[config.mk]
export PLATFORM = sky130hd
export DESIGN_NAME = pipe_stage_ctrl_flat
export DESIGN_NICKNAME = d
export VERILOG_FILES = /design/src/rtl/pipe_stage_ctrl_if.sv /design/src/rtl/pipe_stage_ctrl.sv /design/src/flat_wrapper.sv
export SDC_FILE = /design/constraint.sdc
export NUM_CORES = 1
export LEC_CHECK = 0
export ABC_CLOCK_PERIOD_IN_PS = 3880
export CAP_MARGIN = 10
export CORE_UTILIZATION = 55
export CTS_BUF_LIST = sky130_fd_sc_hd__clkbuf_2
export DETAILED_ROUTE_END_ITERATION = 8
export PLACE_DENSITY = 0.86
export SYNTH_ARGS = -nofsm -noshare
export SYNTH_HDL_FRONTEND = slang
export SYNTH_SLANG_ARGS = --single-unit
[constraint.sdc]
create_clock -name clk -period 3.88 [get_ports clk]
set_clock_uncertainty 0.1 [all_clocks]
set_input_delay 0.388 -clock clk [delete_from_list [all_inputs] [get_ports clk]]
set_output_delay 0.388 -clock clk [all_outputs]
set_load 0.05 [all_outputs]
[src/rtl/pipe_stage_ctrl_if.sv]
// Valid/ready handshake bundle for one pipeline register stage.
// The slave side belongs to the stage controller. The master side is its environment.
interface pipe_stage_ctrl_if #(
   parameter int DATA_W = 32
);
   logic              in_valid;
   logic [DATA_W-1:0] in_data;
   logic              in_ready;
   logic              out_valid;
   logic [DATA_W-1:0] out_data;
   logic              out_ready;

   modport master (
      output in_valid, in_data, out_ready,
      input  in_ready, out_valid, out_data
   );

   modport slave (
      input  in_valid, in_data, out_ready,
      output in_ready, out_valid, out_data
   );
endinterface

[src/rtl/pipe_stage_ctrl.sv]
// Pipeline stage controller with a main register, a skid register and a valid/ready handshake.
// It also has a flush input for squash and a saturating stall counter for performance monitoring.
module pipe_stage_ctrl #(
   parameter int DATA_W = 32,
   parameter int CNT_W  = 16
) (
   input  logic             clk,
   input  logic             rst_n,
   input  logic             flush,
   pipe_stage_ctrl_if.slave bus,
   output logic [1:0]       occupancy,
   output logic [CNT_W-1:0] stall_cnt
);

   typedef enum logic [1:0] {
      EMPTY = 2'd0,
      ONE   = 2'd1,
      FULL  = 2'd2
   } state_t;

   state_t            state;
   state_t            state_nxt;
   logic              in_ready_q;
   logic              out_valid_q;
   logic [1:0]        occ_q;
   logic [DATA_W-1:0] main_q;
   logic [DATA_W-1:0] skid_q;

   logic accept;
   logic fire;
   logic stall;
   logic main_we;
   logic main_from_skid;
   logic skid_we;

   // Handshake qualifiers use only registered flags.
   // As a result, in_ready never depends on out_ready in the same cycle.
   assign accept = bus.in_valid && in_ready_q;
   assign fire   = out_valid_q && bus.out_ready;
   assign stall  = out_valid_q && !bus.out_ready;

   always_comb begin
      // NOTE: every signal gets a default before the case, so no path leaves one unassigned and no latch is inferred.
      state_nxt      = state;
      main_we        = 1'b0;
      main_from_skid = 1'b0;
      skid_we        = 1'b0;

      case (state)
         EMPTY: begin
            if (accept) begin
               state_nxt = ONE;
               main_we   = 1'b1;
            end
         end
         ONE: begin
            if (accept && fire) begin
               main_we = 1'b1;
            end else if (accept) begin
               state_nxt = FULL;
               skid_we   = 1'b1;
            end else if (fire) begin
               state_nxt = EMPTY;
            end
         end
         FULL: begin
            if (fire) begin
               state_nxt      = ONE;
               main_we        = 1'b1;
               main_from_skid = 1'b1;
            end
         end
         default: state_nxt = EMPTY;
      endcase

      // Squash wins over every transition.
      // Any word offered in the same cycle is dropped.
      if (flush) begin
         state_nxt = EMPTY;
         main_we   = 1'b0;
         skid_we   = 1'b0;
      end
   end

   always_ff @(posedge clk or negedge rst_n) begin
      if (!rst_n) begin
         state       <= EMPTY;
         in_ready_q  <= 1'b1;
         out_valid_q <= 1'b0;
         occ_q       <= 2'd0;
         // NOTE: the data registers are reset as well, because main drives out_data and must read zero after reset.
         main_q      <= '0;
         skid_q      <= '0;
         stall_cnt   <= '0;
      end else begin
         // NOTE: non-blocking assignments make every flop sample its pre-edge inputs, whatever the statement order.
         state       <= state_nxt;
         in_ready_q  <= (state_nxt != FULL);
         out_valid_q <= (state_nxt != EMPTY);
         occ_q       <= (state_nxt == FULL) ? 2'd2 :
                        (state_nxt == ONE)  ? 2'd1 : 2'd0;
         if (main_we) begin
            main_q <= main_from_skid ? skid_q : bus.in_data;
         end
         if (skid_we) begin
            skid_q <= bus.in_data;
         end
         if (stall && (stall_cnt != {CNT_W{1'b1}})) begin
            stall_cnt <= stall_cnt + CNT_W'(1);
         end
      end
   end

   assign bus.in_ready  = in_ready_q;
   assign bus.out_valid = out_valid_q;
   assign bus.out_data  = main_q;
   assign occupancy     = occ_q;

   // A word held under backpressure must not change until it is taken or squashed.
   a_hold_stable: assert property (@(posedge clk) disable iff (!rst_n)
      (out_valid_q && !bus.out_ready && !flush) |=> (out_valid_q && $stable(main_q)));

   a_ready_matches_occ: assert property (@(posedge clk) disable iff (!rst_n)
      in_ready_q == (occ_q != 2'd2));

endmodule

[src/flat_wrapper.sv]
// flat-port wrapper written by rule: the top's interface ports become plain ports
module pipe_stage_ctrl_flat 
#(
   parameter int DATA_W = 32,
   parameter int CNT_W  = 16
)
  (clk, rst_n, flush, occupancy, stall_cnt, bus_in_valid, bus_in_data, bus_out_ready, bus_in_ready, bus_out_valid, bus_out_data);
  pipe_stage_ctrl_if #(.DATA_W(DATA_W)) bus_i ();
  input  logic clk;
  input  logic rst_n;
  input  logic flush;
  output logic [1:0] occupancy;
  output logic [CNT_W-1:0] stall_cnt;
  input wire logic [$bits(bus_i.in_valid)-1:0] bus_in_valid;
  input wire logic [$bits(bus_i.in_data)-1:0] bus_in_data;
  input wire logic [$bits(bus_i.out_ready)-1:0] bus_out_ready;
  output wire logic [$bits(bus_i.in_ready)-1:0] bus_in_ready;
  output wire logic [$bits(bus_i.out_valid)-1:0] bus_out_valid;
  output wire logic [$bits(bus_i.out_data)-1:0] bus_out_data;
  assign bus_i.in_valid = bus_in_valid;
  assign bus_i.in_data = bus_in_data;
  assign bus_i.out_ready = bus_out_ready;
  assign bus_in_ready = bus_i.in_ready;
  assign bus_out_valid = bus_i.out_valid;
  assign bus_out_data = bus_i.out_data;
  pipe_stage_ctrl #(.DATA_W(DATA_W), .CNT_W(CNT_W)) u_core (.clk(clk), .rst_n(rst_n), .flush(flush), .bus(bus_i), .occupancy(occupancy), .stall_cnt(stall_cnt));
endmodule
==> flow_summary.json, run 1 <==
{
  "post-synth-top-count-cell": "dfrtp_1",
  "fin_setup_tns_ns": 0,
  "seq_area_frac_synth_pct": 55.71,
  "synth-edff-count": 0,
  "powerDensity_nw_per_um2": 596.8,
  "drt_wl_total_mm": 7.277,
  "critical_path_buf_inv_count": 1,
  "synth_area_um2": 3865,
  "holdWs_ns": 0.3781,
  "gp_congestion": 0.7734,
  "critPathCaptureType": "primary output",
  "finalNonFillerCells": 468,
  "fin_crit_sh_pct": 62.49,
  "start_kind": "flip-flop",
  "cts_hold_buf": 1,
  "grt-ovfl-total": 0,
  "cts_max_path_buffers": 2,
  "die_x_um": 85.83,
  "grt_use_total_pct": 21.85,
  "finalCriticalPeriod_ns": 2.424,
  "cts_resized": 0,
  "drv_cap": 0,
  "arrival_ns": 1.94,
  "via_count": 2475,
  "synth_warnings": 0,
  "syn_to_final_growth_pct": 29.59,
  "portBuffers": 88,
  "antenna_found_initial": 0,
  "syn-num-nets": 310,
  "num-nets-final": 405,
  "synth-main-ff-cell": "dfrtp_1",
  "cts_tree": "yes",
  "ant_nets": 0,
  "antenna_cells": 0,
  "first_pass_iters": 4,
  "setup.worst_path.class": "flip-flop to primary output",
  "cts_buffers": 9,
  "vias_per_cell": 5.288,
  "dpl.hpwl_mm": 5.015,
  "wl_per_cell_um": 15.55,
  "synth_top_cell_area_share_pct": 55.03,
  "tightest_slew_ns": 1.069,
  "netlist_top_cells_count": "85 x dfrtp_1, 64 x mux2_2, 34 x mux2_1",
  "initial_core_util_pct": 56.89,
  "crit_family": "buffers and inverters",
  "core_um2": 6794,
  "fin_util_pct": 73.72,
  "chipHeight_um": 85.83,
  "slew_headroom_pct": 28.74,
  "grt_start_max_net_pins": 87,
  "clock_latency_ns": 0.52,
  "power_uw": 2989,
  "io_pins": 89,
  "reg2reg_depth": 5,
  "clkTransAtPathRegs_ns": 0.25,
  "cts_num_sinks": 86,
  "grt_pass1_wl_mm": 12.21,
  "max-vdd-ir-drop_uv": 353.0,
  "worstSetupPathDepth": 1,
  "cts_setup_buffers": 0,
  "clock-root-buffer": "clkbuf_2",
  "netlist_top_cells_area": "dfrtp_1 55%, mux2_2 19%, mux2_1 9.9%",
  "yosys.area.top_type": "dfrtp_1",
  "synthCells": 272,
  "num_rows": 30,
  "holdPathStages": 2,
  "worst_path_max_delay_cell": "clkdlybuf4s50_1",
  "drive_gt1_share_pct": 27.15,
  "setup_violations": 0,
  "finalHoldViolCount": 0,
  "status": "completed",
  "ys_ff_latch": 86,
  "crit_chain": "clkdlybuf4s50_1",
  "max_freq_mhz": 412.5,
  "synthDistinctLibCells": 39,
  "dieArea_um2": 7367,
  "hold_path_class": "primary input to flip-flop",
  "leakagePower_uw": 0.002153,
  "drc": 0,
  "dr.first_iter.drc_count": 124,
  "rsz0062_at_grt": "false",
  "cp.required_ns": 3.39,
  "grt_pass1_vias": 2534,
  "slew_violations": 0,
  "dpl.cell_count": 451,
  "synth_area_per_cell_um2": 14.21,
  "async_reset_ff_share_pct": 100.0,
  "crit_path_max_incr_delay_ns": 0.82,
  "cp_max_fo": 4,
  "cts_max_level": 3
}
==> sequential cells by signal, summed over array words and instances, names as in the netlist <==
| register | count |
|---|---|
| u_core.occupancy | 2 |
| u_core.bus.in_ready | 1 |
| u_core.bus.out_data | 32 |
| u_core.skid_q | 32 |
| u_core.bus.out_valid | 1 |
| u_core.stall_cnt | 16 |
| u_core.state | 2 |
==> report_power, final <==
group / internal (uW) / switching (uW) / total (uW) / leakage [uW]
clock network: 280 / 300 / 580 / 0.0000921
logic: 459 / 633 / 1090 / 0.00101
registers: 1160 / 159 / 1320 / 0.00105
total: 1900 / 1090 / 2990 / 0.00215
==> layout by cell type (no fill, tap or decap), types with 2 or more instances in the layout <==
master           synthesis  routed
dfrtp_1                 85      85
clkbuf_2                 0      10
mux2_1                  34      34
nand3_1                  5       5
or3_1                    2       2
xor2_1                  12      12
nor2_1                   9       9
bufinv_16                0       3
inv_1                    4       4
nor4_4                   2       2
or2_2                    2       2
buf_4                    6       6
mux2_2                  64      64
nor3_1                   7       7
nand4_2                  2       2
a21oi_1                  5       5
nand2_1                  7       7
clkdlybuf4s50_1          0      87
==> through the flow <==
step	setup WS [ns]	instance area, um2
floorplan	1.621	3865
global placement	1.398	4837
detailed placement	1.334	4837
CTS	1.400	5009
global route	1.366	5009
finish	1.456	5009
==> cells by family after synthesis <==
kind of cell               synth area share [%]
muxes                                     28.55
and+or+nand+nor                           8.352
adders and majority gates                0.3237
DFF                                       55.71
buffers and inverters                     2.233
AOI/OAI and AO/OA                         1.878
xor gates and xnor gates                  2.946
==> routing by layer <==
metal  wire, um  track usage, %  up-vias
met2       3544           35.78       71
met1       3195           27.44     1234
met5          0               0        -
met3        430           6.256       11
met4        106           9.091        0
li1           -               -     1159
==> cell type report <==
class	count	area, um2
clock inverters	6	111.4
flip-flops and latches	86	2153
well taps	96	120.1
clock buffers	10	50.05
repair buffers	94	925.9
inverters	4	15.01
multi-input cells	172	1633
fillers	482	1785
==> worst paths after layout <==
| check | startpoint | endpoint | slack (ns) |
|---|---|---|---|
| worst min-delay path | bus_in_data[14] | u_core.skid_q[14] | 0.38 |
| max in group asynchronous | rst_n | u_core.skid_q[7] | 2.50 |
| worst max-delay path | u_core.bus.in_ready | bus_in_ready | 1.46 |
| worst max register to register | u_core.bus.in_ready | u_core.bus.out_data[4] | 1.67 |
| worst min register to register | u_core.skid_q[6] | u_core.skid_q[6] | 0.41 |
| min in group asynchronous | rst_n | u_core.skid_q[13] | 0.47 |
(Power assumes the default switching activity.)
==> inputs of run 2 (changes only) <==
--- a/config.mk
+++ b/config.mk
@@ -5,12 +5,12 @@
 export SDC_FILE = /design/constraint.sdc
 export NUM_CORES = 1
 export LEC_CHECK = 0
-export ABC_CLOCK_PERIOD_IN_PS = 3880
+export ABC_CLOCK_PERIOD_IN_PS = 2000
 export CAP_MARGIN = 10
-export CORE_UTILIZATION = 55
+export CORE_UTILIZATION = 47
 export CTS_BUF_LIST = sky130_fd_sc_hd__clkbuf_2
 export DETAILED_ROUTE_END_ITERATION = 8
-export PLACE_DENSITY = 0.86
+export PLACE_DENSITY = 0.78
 export SYNTH_ARGS = -nofsm -noshare
 export SYNTH_HDL_FRONTEND = slang
 export SYNTH_SLANG_ARGS = --single-unit
==> constraint.sdc (replaced) <==
create_clock -name clk -period 2 [get_ports clk]
set_clock_uncertainty 0.1 [all_clocks]
set_input_delay 0.2 -clock clk [delete_from_list [all_inputs] [get_ports clk]]
set_output_delay 0.2 -clock clk [all_outputs]
set_load 0.05 [all_outputs]
==> run 2 against run 1 <==
  * First-iteration DRC count is 60% lower
  * Via count increased by 2.5%
  * Critical path depth rose by 4
  * Non-clock buffer count increased by 10
  * Hold slack got worse by 0.34 ns
  * Register-to-register slack worse by 1.6 ns
  * Sequential power up 94%
  * Design area rose by 1.1%
  * Core utilization down 9.2 points
  * Critical path type is now flip-flop to flip-flop
==> flow_summary.json, run 2 (synthesized netlist as in run 1, its figures left out) <==
{
  "status": "completed",
  "swShare_pct": 39.00,
  "cts_tree": "yes",
  "num_rows": 32,
  "p_int_uw": 3303,
  "powerDensity_nw_per_um2": 1070,
  "final_common_cell": "dfrtp_1",
  "switchingPower_uw": 2112,
  "gp_congestion": 0.7577,
  "reg2reg_depth": 5,
  "drive_gt1_share_pct": 30.89,
  "wl_per_cell_um": 15.81,
  "antenna_cells": 0,
  "arrival_ns": 2.21,
  "leakagePower_uw": 0.002336,
  "hold_path_class": "primary input to asynchronous set/reset pin",
  "setup.worst_path.class": "flip-flop to flip-flop",
  "mostFrequentLayoutCells": "80 x dfrtp_1, 64 x mux2_2, 49 x dlygate4sd2_1",
  "vias_per_cell": 5.240,
  "regToRegSetupSlack_ns": 0.1,
  "slew_violations": 0,
  "fin_area_um2": 5062,
  "cp.required_ns": 2.31,
  "drc": 0,
  "start_kind": "flip-flop",
  "io_pins": 89,
  "cts_max_path_buffers": 2,
  "r2r-start": "u_core.stall_cnt[0]",
  "reg2reg_to": "u_core.stall_cnt[12]",
  "fin_util_pct": 64.51,
  "antenna_found_initial": 0,
  "place_ws_ns": -0.08040,
  "num-nets-final": 415,
  "max-vdd-ir-drop_uv": 757.4,
  "cts_max_level": 3,
  "rsz0062_at_grt": "true",
  "chipHeight_um": 92.68,
  "holdWs_ns": 0.04290,
  "clkPwrFrac_pct": 15.8,
  "grt_start_max_net_pins": 38,
  "slew_headroom_pct": 65.22,
  "fin_crit_sh_pct": 95.16,
  "dieArea_um2": 8590,
  "core_um2": 7848,
  "final.setup.worst_slack_ns": 0.09679,
  "power_frac_seq_pct": 47.3,
  "max_freq_mhz": 525.4,
  "grt_pass1_vias": 2622,
  "grt_use_total_pct": 19.30,
  "ant_nets": 0,
  "grt-ovfl-total": 0,
  "tightest_slew_ns": 0.5237,
  "clock_latency_ns": 0.51,
  "dpl.hpwl_mm": 5.407,
  "cp_max_fo": 5,
  "syn_to_final_growth_pct": 30.98,
  "via_count": 2536,
  "critPathCaptureType": "flip-flop",
  "die_x_um": 92.68,
  "initial_core_util_pct": 49.25,
  "combPwrFrac_pct": 36.9,
  "placed_area_um2": 5001,
  "clkTransAtPathRegs_ns": 0.23,
  "setup_violations": 0,
  "drt_wl_total_mm": 7.650,
  "cts_num_sinks": 86,
  "first_pass_iters": 4,
  "cts_buffers": 9,
  "power_uw": 5415,
  "clock-root-buffer": "clkbuf_2",
  "portBuffers": 88,
  "finalCriticalPeriod_ns": 1.903,
  "drv_cap": 0,
  "startpoint": "u_core.stall_cnt[0]",
  "finalHoldViolCount": 0,
  "grt_pass1_wl_mm": 12.79,
  "dr.first_iter.drc_count": 50
}
==> run 2: area by class of cell <==
type                            count  area [um2]
Tap cell                          102       127.6
Timing Repair Buffer              104        1002
Clock buffer                       11       55.05
Multi-Input combinational cell    172        1653
Clock inverter                      5       50.05
Sequential cell                    86        2160
Inverter                            4       15.01
Fill cell                         662        2785
==> run 2: metal layers <==
layer,part of all wire [%],up-vias,GRT usage (%)
li1,-,1178,-
met1,45,1281,25.72
met2,49,65,31.60
met3,4.7,12,3.530
met4,1.7,0,7.051
met5,0,-,0
==> run 2: metrics by stage <==
stage	cells	setup TNS (ns)
floorplan	272	0
global placement	466	-0.7798
detailed placement	466	-3.483
CTS	483	0
global route	484	-0.01404
finish	484	0
==> run 2: how the worst max path moves through the flow <==
stage	cells past startpoint	slack (ns)	endpoint
floorplan	5	0.002	u_core.stall_cnt[12]
global placement	6	-0.03	u_core.bus.out_data[3]
detailed placement	5	-0.08	u_core.skid_q[0]
CTS	1	0.0007	occupancy[0]
global route	4	-0.01	u_core.skid_q[0]
finish	5	0.1	u_core.stall_cnt[12]
==> run 2: timing repair <==
| action | CTS | global route |
|---|---|---|
| pin swaps | 0 | 1 |
| setup buffers | 0 | 1 |
| hold buffers | 1 | 0 |
| resized for setup | 50 | 4 |
| endpoints found under the hold margin | 86 | 0 |
| endpoints found under the setup margin | 50 | 15 |
| cloned | 0 | 0 |
==> run 2: power by group through the flow <==
stage,Combinational (uW),Clock [uW],Sequential (uW)
detailed placement,2190,0,2610
finish,2000,858,2560
global route,2120,950,2640
CTS,2020,882,2570
floorplan,596,0,3390
global placement,2140,0,2580
==> run 2: worst max-delay path: stages, from the launching register on <==
cell and delay, ns:
dfrtp_2 0.46, ha_4 0.15, nand4_2 0.19, or3_4 0.45
nor2_2 0.14, mux2_1 0.32
==> inputs of run 3 (changes only) <==
--- a/config.mk
+++ b/config.mk
@@ -10,6 +10,8 @@
 export CORE_UTILIZATION = 47
 export CTS_BUF_LIST = sky130_fd_sc_hd__clkbuf_2
 export DETAILED_ROUTE_END_ITERATION = 8
+export GPL_ROUTABILITY_DRIVEN = 0
+export HOLD_SLACK_MARGIN = 0.15
 export PLACE_DENSITY = 0.78
 export SYNTH_ARGS = -nofsm -noshare
 export SYNTH_HDL_FRONTEND = slang
==> run 3 against run 2 <==
  * Flip-flop and latch count stayed put
  * First-iteration DRC count is 2.0% higher
  * Via count is 0.32% higher
==> flow_summary.json, run 3 (synthesized netlist as in run 1, its figures left out) <==
{
  "status": "completed",
  "crit_path_max_incr_delay_ns": 0.46,
  "critPathCaptureType": "flip-flop",
  "grt_start_max_net_pins": 36,
  "syn_to_final_growth_pct": 31.76,
  "drive_gt1_share_pct": 30.99,
  "slew_violations": 0,
  "drt_wl_total_mm": 7.719,
  "finalHoldViolCount": 0,
  "num_rows": 32,
  "max_freq_mhz": 525.2,
  "dpl.hpwl_mm": 5.407,
  "powerDensity_nw_per_um2": 1064,
  "vias_per_cell": 5.235,
  "multi_input_area_um2": 1653,
  "tightest_slew_ns": 0.5232,
  "cp_max_fo": 5,
  "clkTransAtPathRegs_ns": 0.22,
  "clock-root-buffer": "clkbuf_2",
  "dr.first_iter.drc_count": 51,
  "slew_headroom_pct": 65.26,
  "leakagePower_uw": 0.002350,
  "initial_core_util_pct": 49.25,
  "setup.worst_path.class": "flip-flop to flip-flop",
  "num-nets-final": 417,
  "dieArea_um2": 8590,
  "hold_start": "bus_in_data[13]",
  "via_count": 2544,
  "cts_tree": "yes",
  "crit_chain": "ha_4 > nand4_2 > or3_4 > nor2_2 > mux2_1",
  "clock_latency_ns": 0.50,
  "reg2reg_to": "u_core.stall_cnt[12]",
  "grt_pass1_wl_mm": 12.94,
  "n_fill_cell": 662,
  "seqCellArea_um2": 2160,
  "cts_num_sinks": 86,
  "finalNonFillerCells": 486,
  "start_kind": "flip-flop",
  "finalCriticalPeriod_ns": 1.904,
  "holdPathStages": 2,
  "grt_use_total_pct": 19.60,
  "drv_cap": 0,
  "max-vdd-ir-drop_uv": 756.0,
  "cts_max_level": 3,
  "fin_crit_sh_pct": 95.20,
  "die_x_um": 92.68,
  "grt-ovfl-total": 0,
  "setup_violations": 0,
  "regToRegSetupSlack_ns": 0.1,
  "portBuffers": 88,
  "hold_path_class": "primary input to flip-flop",
  "rsz0062_at_grt": "true",
  "io_pins": 89,
  "worst_path_max_delay_cell": "dfrtp_2",
  "antenna_cells": 0,
  "drc": 0,
  "fin_util_pct": 64.89,
  "cp.required_ns": 2.31,
  "arrival_ns": 2.21,
  "hold_end": "u_core.skid_q[13]",
  "mostFrequentLayoutCells": "80 x dfrtp_1, 64 x mux2_2, 49 x dlygate4sd2_1",
  "wl_per_cell_um": 15.88,
  "grt_pass1_vias": 2638,
  "r2r-start": "u_core.stall_cnt[0]",
  "cts_buffers": 9,
  "reg2reg_depth": 5,
  "cts_max_path_buffers": 2,
  "ant_nets": 0,
  "chipHeight_um": 92.68,
  "antenna_found_initial": 0,
  "first_pass_iters": 4,
  "core_um2": 7848,
  "final_common_cell": "dfrtp_1",
  "dpl.cell_count": 466
}
run 3: changes by cell type in the layout (fill, tap and decap cells not counted), sizes merged:
cell         before  now
dlygate4sd3       1    2
buf              16   17
run 3: critical path, delay by kind of cell, from the launching register on:
kind / cells / cell delay, ns
adders and majority gates: 1 / 0.15
muxes: 1 / 0.32
and+or+nand+nor: 3 / 0.78
DFF: 1 / 0.46
run 3: per-stage QoR:
stage / setup WS [ns] / power (uW) / TNS, ns / instance area [um2] / hold WS [ns]
final: 0.09608 / 5421 / 0 / 5092 / 0.2173
after global routing: -0.01097 / 5714 / -0.01404 / 5092 / 0.1923
after CTS: 0.0007429 / 5480 / 0 / 5084 / 0.1770
after detailed placement: -0.08040 / 4799 / -3.483 / 5001 / 0.1010
after global placement: -0.02540 / 4718 / -0.7798 / 5001 / 0.09856
after floorplan: 0.002309 / 3982 / 0 / 3891 / -0.1956
run 3: power breakdown:
part	switching, uW	internal [uW]	total [uW]
registers	303	2260	2560
clock network	568	289	857
logic	1240	763	2010
run 3: how the worst max path moves through the flow:
stage                             start                endpoint  slack [ns]  cells past startpoint
floorplan           u_core.stall_cnt[0]    u_core.stall_cnt[12]       0.002                      5
global placement          bus_out_ready  u_core.bus.out_data[3]       -0.03                      6
detailed placement         bus_in_valid        u_core.skid_q[0]       -0.08                      5
CTS                 u_core.occupancy[0]            occupancy[0]      0.0007                      1
global route        u_core.bus.in_ready        u_core.skid_q[0]       -0.01                      4
finish              u_core.stall_cnt[0]    u_core.stall_cnt[12]         0.1                      5
run 3: final cells by class:
type	count	area share (%)
clock buffer	11	1.081
clock inverter	5	0.9828
inverter	4	0.2948
multi-input combinational	172	32.46
sequential	86	42.41
tap	102	2.506
timing repair buffer	106	20.27
run 3: metal layers:
metal	vias up	share of wire [%]	global-route usage, %	wire length, um
met3	11	5.2	3.448	403
met5	-	0	0	0
met2	69	49	31.98	3808
met4	0	1.6	7.051	127
li1	1183	-	-	-
met1	1281	44	26.37	3379
run 3: what timing repair did:
action	4_1_cts	5_1_grt
endpoints found under the hold margin	86	0
gates resized for setup	50	4
hold buffers	3	0
pin swaps	0	1
setup buffers	0	1
setup endpoints to repair	50	15
